==> src/rtl/serial_sub_pkg.sv <==
// Shared types and one-bit subtract helpers for the bit-serial subtractor.
// Also used by the bench so the cell and any reference model share one definition.
package serial_sub_pkg;

  typedef enum logic [1:0] {
    StIdle  = 2'd0,
    StShift = 2'd1,
    StDone  = 2'd2
  } state_e;

  function automatic logic sub_diff(input logic x, input logic y, input logic c);
    return x ^ y ^ c;
  endfunction

  function automatic logic sub_borrow(input logic x, input logic y, input logic c);
    return (~x & y) | (~(x ^ y) & c);
  endfunction

  // Bit-counter width: max(1, clog2(width)).
  function automatic int unsigned cnt_width(input int unsigned width);
    return (width > 2) ? $clog2(width) : 1;
  endfunction

endpackage

==> src/rtl/serial_subtractor_n_if.sv <==
// Producer/consumer handshake bundle for serial_subtractor_n.
// The ovf signal exists only when SERIAL_SUB_OVERFLOW_EN is defined.
interface serial_subtractor_n_if #(
  parameter int unsigned WIDTH = 4
);

  logic             in_valid;
  logic             in_ready;
  logic [WIDTH-1:0] a;
  logic [WIDTH-1:0] b;
  logic             b_in;
  logic             out_valid;
  logic             out_ready;
  logic [WIDTH-1:0] diff;
  logic             b_out;
`ifdef SERIAL_SUB_OVERFLOW_EN
  logic             ovf;

  modport master (
    output in_valid, a, b, b_in, out_ready,
    input  in_ready, out_valid, diff, b_out, ovf
  );

  modport slave (
    input  in_valid, a, b, b_in, out_ready,
    output in_ready, out_valid, diff, b_out, ovf
  );
`else
  modport master (
    output in_valid, a, b, b_in, out_ready,
    input  in_ready, out_valid, diff, b_out
  );

  modport slave (
    input  in_valid, a, b, b_in, out_ready,
    output in_ready, out_valid, diff, b_out
  );
`endif

endinterface

==> src/rtl/full_subtractor_1.sv <==
// Combinational one-bit full subtractor: d = x - y - c, c_out is the borrow.
module full_subtractor_1
  import serial_sub_pkg::*;
(
  input  logic x,
  input  logic y,
  input  logic c,
  output logic d,
  output logic c_out
);

  assign d     = sub_diff(x, y, c);
  assign c_out = sub_borrow(x, y, c);

endmodule

==> src/rtl/serial_subtractor_n.sv <==
// Bit-serial WIDTH-bit subtractor (a - b - b_in), LSB first, valid/ready on both sides.
// Optional signed-overflow output enabled by defining SERIAL_SUB_OVERFLOW_EN.
module serial_subtractor_n
  import serial_sub_pkg::*;
#(
  parameter int unsigned WIDTH = 4
) (
  input logic                clk,
  input logic                rst_n,
  serial_subtractor_n_if.slave bus
);

  localparam int unsigned     CntW    = cnt_width(WIDTH);
  localparam logic [CntW-1:0] LastBit = CntW'(WIDTH - 1);

  state_e state_q, state_d;

  logic [WIDTH-1:0] a_sh_q, a_sh_d;
  logic [WIDTH-1:0] b_sh_q, b_sh_d;
  logic [WIDTH-1:0] diff_q, diff_d;
  logic [CntW-1:0]  cnt_q, cnt_d;
  logic             borrow_q, borrow_d;
  logic             b_out_q, b_out_d;
`ifdef SERIAL_SUB_OVERFLOW_EN
  logic             a_msb_q, a_msb_d;
  logic             b_msb_q, b_msb_d;
  logic             ovf_q, ovf_d;
`endif

  logic             in_ready;
  logic             out_valid;
  logic             accept;
  logic             last_bit;
  logic             d_bit;
  logic             c_next;
  logic [WIDTH-1:0] diff_shift;

  assign accept   = bus.in_valid & in_ready;
  assign last_bit = (cnt_q == LastBit);

  full_subtractor_1 u_cell (
    .x     (a_sh_q[0]),
    .y     (b_sh_q[0]),
    .c     (borrow_q),
    .d     (d_bit),
    .c_out (c_next)
  );

  // New result bit enters at the MSB; after WIDTH shifts bit 0 holds the first difference bit.
  if (WIDTH == 1) begin : g_shift_w1
    assign diff_shift = d_bit;
  end else begin : g_shift_wn
    assign diff_shift = {d_bit, diff_q[WIDTH-1:1]};
  end

  // FSM state register.
  always_ff @(posedge clk or negedge rst_n) begin
    if (!rst_n) begin
      state_q <= StIdle;
    end else begin
      state_q <= state_d;
    end
  end

  // FSM next state.
  always_comb begin
    state_d = state_q;
    case (state_q)
      StIdle: begin
        if (bus.in_valid) state_d = StShift;
      end
      StShift: begin
        if (last_bit) state_d = StDone;
      end
      StDone: begin
        if (bus.out_ready) state_d = bus.in_valid ? StShift : StIdle;
      end
      default: state_d = StIdle;
    endcase
  end

  // FSM outputs: in_ready is the only path from out_ready to an output.
  always_comb begin
    in_ready  = 1'b0;
    out_valid = 1'b0;
    case (state_q)
      StIdle: in_ready = 1'b1;
      StDone: begin
        out_valid = 1'b1;
        in_ready  = bus.out_ready;
      end
      default: ;
    endcase
  end

  // Datapath next state.
  always_comb begin
    a_sh_d   = a_sh_q;
    b_sh_d   = b_sh_q;
    diff_d   = diff_q;
    cnt_d    = cnt_q;
    borrow_d = borrow_q;
    b_out_d  = b_out_q;
`ifdef SERIAL_SUB_OVERFLOW_EN
    a_msb_d  = a_msb_q;
    b_msb_d  = b_msb_q;
    ovf_d    = ovf_q;
`endif
    if (accept) begin
      a_sh_d   = bus.a;
      b_sh_d   = bus.b;
      borrow_d = bus.b_in;
      cnt_d    = '0;
`ifdef SERIAL_SUB_OVERFLOW_EN
      a_msb_d  = bus.a[WIDTH-1];
      b_msb_d  = bus.b[WIDTH-1];
`endif
    end else if (state_q == StShift) begin
      a_sh_d   = a_sh_q >> 1;
      b_sh_d   = b_sh_q >> 1;
      diff_d   = diff_shift;
      borrow_d = c_next;
      cnt_d    = cnt_q + CntW'(1);
      if (last_bit) begin
        b_out_d = c_next;
`ifdef SERIAL_SUB_OVERFLOW_EN
        // d_bit is the result MSB on the last shift cycle.
        ovf_d   = (a_msb_q ^ b_msb_q) & (a_msb_q ^ d_bit);
`endif
      end
    end
  end

  always_ff @(posedge clk or negedge rst_n) begin
    if (!rst_n) begin
      a_sh_q   <= '0;
      b_sh_q   <= '0;
      diff_q   <= '0;
      cnt_q    <= '0;
      borrow_q <= 1'b0;
      b_out_q  <= 1'b0;
`ifdef SERIAL_SUB_OVERFLOW_EN
      a_msb_q  <= 1'b0;
      b_msb_q  <= 1'b0;
      ovf_q    <= 1'b0;
`endif
    end else begin
      a_sh_q   <= a_sh_d;
      b_sh_q   <= b_sh_d;
      diff_q   <= diff_d;
      cnt_q    <= cnt_d;
      borrow_q <= borrow_d;
      b_out_q  <= b_out_d;
`ifdef SERIAL_SUB_OVERFLOW_EN
      a_msb_q  <= a_msb_d;
      b_msb_q  <= b_msb_d;
      ovf_q    <= ovf_d;
`endif
    end
  end

  assign bus.in_ready  = in_ready;
  assign bus.out_valid = out_valid;
  assign bus.diff      = diff_q;
  assign bus.b_out     = b_out_q;
`ifdef SERIAL_SUB_OVERFLOW_EN
  assign bus.ovf       = ovf_q;
`endif

endmodule
==> src/flat_wrapper.sv <==
// flat-port wrapper written by rule: the top's interface ports become plain ports
module serial_subtractor_n_flat import serial_sub_pkg::*;
#(
  parameter int unsigned WIDTH = 4
)
  (clk, rst_n, bus_in_valid, bus_a, bus_b, bus_b_in, bus_out_ready, bus_in_ready, bus_out_valid, bus_diff, bus_b_out);
  serial_subtractor_n_if #(.WIDTH(WIDTH)) bus_i ();
  input logic clk;
  input logic rst_n;
  input wire logic [$bits(bus_i.in_valid)-1:0] bus_in_valid;
  input wire logic [$bits(bus_i.a)-1:0] bus_a;
  input wire logic [$bits(bus_i.b)-1:0] bus_b;
  input wire logic [$bits(bus_i.b_in)-1:0] bus_b_in;
  input wire logic [$bits(bus_i.out_ready)-1:0] bus_out_ready;
  output wire logic [$bits(bus_i.in_ready)-1:0] bus_in_ready;
  output wire logic [$bits(bus_i.out_valid)-1:0] bus_out_valid;
  output wire logic [$bits(bus_i.diff)-1:0] bus_diff;
  output wire logic [$bits(bus_i.b_out)-1:0] bus_b_out;
  assign bus_i.in_valid = bus_in_valid;
  assign bus_i.a = bus_a;
  assign bus_i.b = bus_b;
  assign bus_i.b_in = bus_b_in;
  assign bus_i.out_ready = bus_out_ready;
  assign bus_in_ready = bus_i.in_ready;
  assign bus_out_valid = bus_i.out_valid;
  assign bus_diff = bus_i.diff;
  assign bus_b_out = bus_i.b_out;
  serial_subtractor_n #(.WIDTH(WIDTH)) u_core (.clk(clk), .rst_n(rst_n), .bus(bus_i));
endmodule
==> config.mk <==
export PLATFORM = sky130hd
export DESIGN_NAME = serial_subtractor_n_flat
export DESIGN_NICKNAME = d
export VERILOG_FILES = /design/src/rtl/serial_sub_pkg.sv /design/src/rtl/serial_subtractor_n_if.sv /design/src/rtl/full_subtractor_1.sv /design/src/rtl/serial_subtractor_n.sv /design/src/flat_wrapper.sv
export SDC_FILE = /design/constraint.sdc
export NUM_CORES = 1
export LEC_CHECK = 0
export CAP_MARGIN = 0
export CORE_MARGIN = 4
export CORE_UTILIZATION = 47
export CTS_CLUSTER_SIZE = 25
export DETAILED_ROUTE_END_ITERATION = 10
export GPL_ROUTABILITY_DRIVEN = 0
export PLACE_DENSITY = 0.77
export SETUP_SLACK_MARGIN = 0.3
export SYNTH_ARGS = -nofsm -noshare
export SYNTH_HDL_FRONTEND = slang
export SYNTH_HIERARCHICAL = 1
export SYNTH_SLANG_ARGS = --single-unit
==> constraint.sdc <==
create_clock -name clk -period 3 [get_ports clk]
set_input_delay 0.75 -clock clk [delete_from_list [all_inputs] [get_ports clk]]
set_output_delay 0.75 -clock clk [all_outputs]
set_load 0.02 [all_outputs]
==> results by group <==
Logic synthesis
  • Synthesized area per cell: 13.7 um2
  • Post-synth cell types: 19
  • Net Count, Synth: 78
  • Flops & latches, synth: 18
  • Seq/Total Area, Yosys: 52.0%
  • Synth Instances: 63
  • Synthesis warning total: 6
  • Post-synthesis cell area: 866 um2

Floorplan
  • Die H: 50.9 um
  • Row count: 15
  • Die outline width: 50.9 um
  • Initial core utilization: 49.6%
  • Core outline area: 0.00175 mm2
  • Total die area: 0.00259 mm2
  • Io pins: 20

Timing
  • Slew of the pin with the lowest slew margin: 763 ps
  • Post-route minimum period: 2530 ps
  • Upper clock frequency limit: 396 MHz
  • Unrepaired setup endpoints after global routing: false
  • Final setup fails: 0
  • Clk_skew: 8.42 ps
  • Slew margin rel.: 49.0%
  • Final hold vios: 0
  • TNS Setup: 0 ps
  • Final period util: 84.2%
  • Final Slew Violations: 0

Clock tree
  • Clock Latency Late Sink: 290 ps
  • Num CTS Buffers: 3
  • Post_cts resized: 1
  • Clk sink count: 18
  • Post-CTS Setup Inserts: 0
  • Depth of the CTS H-tree: 1
  • Clock Tree Buf Depth: 2
  • Clk slew on worst S/H paths: 100 ps
  • Clock root buffer: clkbuf_4
  • CTS tree: yes
  • Post-CTS Hold Buffers: 0

Power
  • Pwr dens: 1070 mW/mm2
  • Leakage: 0.508 nW
  • Worst vdd ir: 502 uV

Routing
  • Final ANT Viol Nets: 0
  • Vias per inst: 4.83
  • Drt pass-1 iters: 2
  • DRC violations left: 0
  • Via count: 526
  • Drt total wl: 1.31 mm
  • Drt wl/cell: 12.0 um
  • First DRT Iteration DRCs: 1

Critical path
  • Crit path DAT: 1780 ps
  • Startpoint types: primary input
  • Required time of the critical path: 2250 ps
  • Crit path cell chain: clkdlybuf4s50_1 > o21a_1 > dlygate4sd2_1
  • Slowest stage delay, CP: 520 ps
  • CP max-delay cell: clkdlybuf4s50_1
  • Setup CP Type: primary input to output port
  • CP max FO: 3
  • Critical path capture point type: output port

Global route
  • Global route overflow: 0
  • Initial antenna violation count: 0
  • Largest net degree at the start of global routing: 19
  • Vias in the first global route: 533
  • First-pass GRT wire length: 2.19 mm
  • Total GRT Usage: 11.4%

Placed design
  • Buffers on Ports: 19
  • Placed Cells: 105
  • HPWL after detailed placement: 1.03 mm

Layout
  • Antenna Cells: 0
  • Synth-to-layout area growth: 26.0%
  • Fin nets: 100
  • Non-filler cells, final: 109
  • Share of layout cells above drive strength 1: 28.6%
  • Most frequent cells in the layout: 18 x clkdlybuf4s50_1, 18 x dfrtp_1, 17 x mux2_2, 7 x inv_1

Run status
  • Outcome: complete, no violations

Hold path
  • Worst min-delay path class: flip-flop to flip-flop

Run
  • Max_cap viols: 0
metal layers:
| layer | part of all wire, % | global-route usage, % | vias up |
|---|---|---|---|
| li1 | - | - | 255 |
| met1 | 41 | 12.6 | 258 |
| met2 | 53 | 20.2 | 13 |
| met3 | 5.9 | 2.92 | 0 |
| met4 | 0 | 5.38 | 0 |
| met5 | 0 | 0 | - |
worst max-delay path: cells and delay by family:
kind,cells,cell delay [ps]
compound gates,1,170
buf+inv,2,860
cells in the mapped netlist:
master,count,area (um2)
dfrtp_1,18,450
mux2_2,17,191
inv_1,7,26.3
mux2i_1,3,30.0
a21oi_1,2,10.0
mux2_4,2,30.0
nand2_1,2,7.51
buf_12,1,20.0
buf_6,1,11.3
fa_1,1,20.0
ha_1,1,12.5
nand2b_1,1,6.26
nand3_1,1,5.00
nor2_1,1,3.75
o211ai_2,1,12.5
o21a_1,1,7.51
o21ai_0,1,5.00
o31ai_1,1,7.51
xor2_1,1,8.76
area by class of cell:
type | count | area [um2]
tap | 25 | 31.3
sequential | 18 | 450
multi-input combinational | 36 | 358
timing repair buffer | 19 | 189
clock buffer | 4 | 36.3
fill | 160 | 654
inverter | 7 | 26.3
final timing paths:
kind,startpoint,end,slack [ps],cells after the start
min in group asynchronous,rst_n,u_core/bus.diff[2],900,1
max in group asynchronous,rst_n,u_core/b_sh_q[0],1620,1
min,u_core/bus.b_out,u_core/bus.b_out,520,1
max,bus_out_ready,bus_in_ready,470,3
min reg2reg,u_core/bus.b_out,u_core/bus.b_out,520,1
max reg2reg,u_core/state_q[0],u_core/b_sh_q[0],1240,3
flip-flops by register name (all words and copies together) (netlist names):
register          cells
u_core/cnt_q          2
u_core/state_q        2
u_core/b_sh_q         4
u_core/borrow_q       1
u_core/a_sh_q         4
u_core/bus.diff       4
u_core/bus.b_out      1
cells by family (layout without fill, tap and decap cells):
logic type	count (synthesis)	after routing	synth area share (%)
buf+inv	9	30	6.65
simple gates	5	5	2.60
mux	22	22	29.0
flops	18	18	52.0
xor+xnor	1	1	1.01
compound gates	6	6	4.91
fa+ha+maj	2	2	3.76
metrics by stage:
step / total power (W) / hold WS, ps / util [%] / area (um2) / setup slack [ps]
detailed placement: 0.00104 / 506 / 60.5 / 1060 / 188
global route: 0.00126 / 546 / 62.5 / 1090 / 430
global placement: 0.00102 / 486 / 60.5 / 1060 / 210
finish: 0.00117 / 524 / 62.5 / 1090 / 473
CTS: 0.00118 / 529 / 62.5 / 1090 / 463
floorplan: 0.000917 / 454 / - / 866 / 1250
where the power goes:
group	switching (W)	leakage (nW)	total (W)	internal, W
sequential	0.0000660	0.221	0.000428	0.000362
clock	0.0000732	0.0210	0.000147	0.0000738
combinational	0.000252	0.265	0.000590	0.000338
total	0.000391	0.508	0.00117	0.000774
No activity file was read; power rests on OpenSTA's default activity.
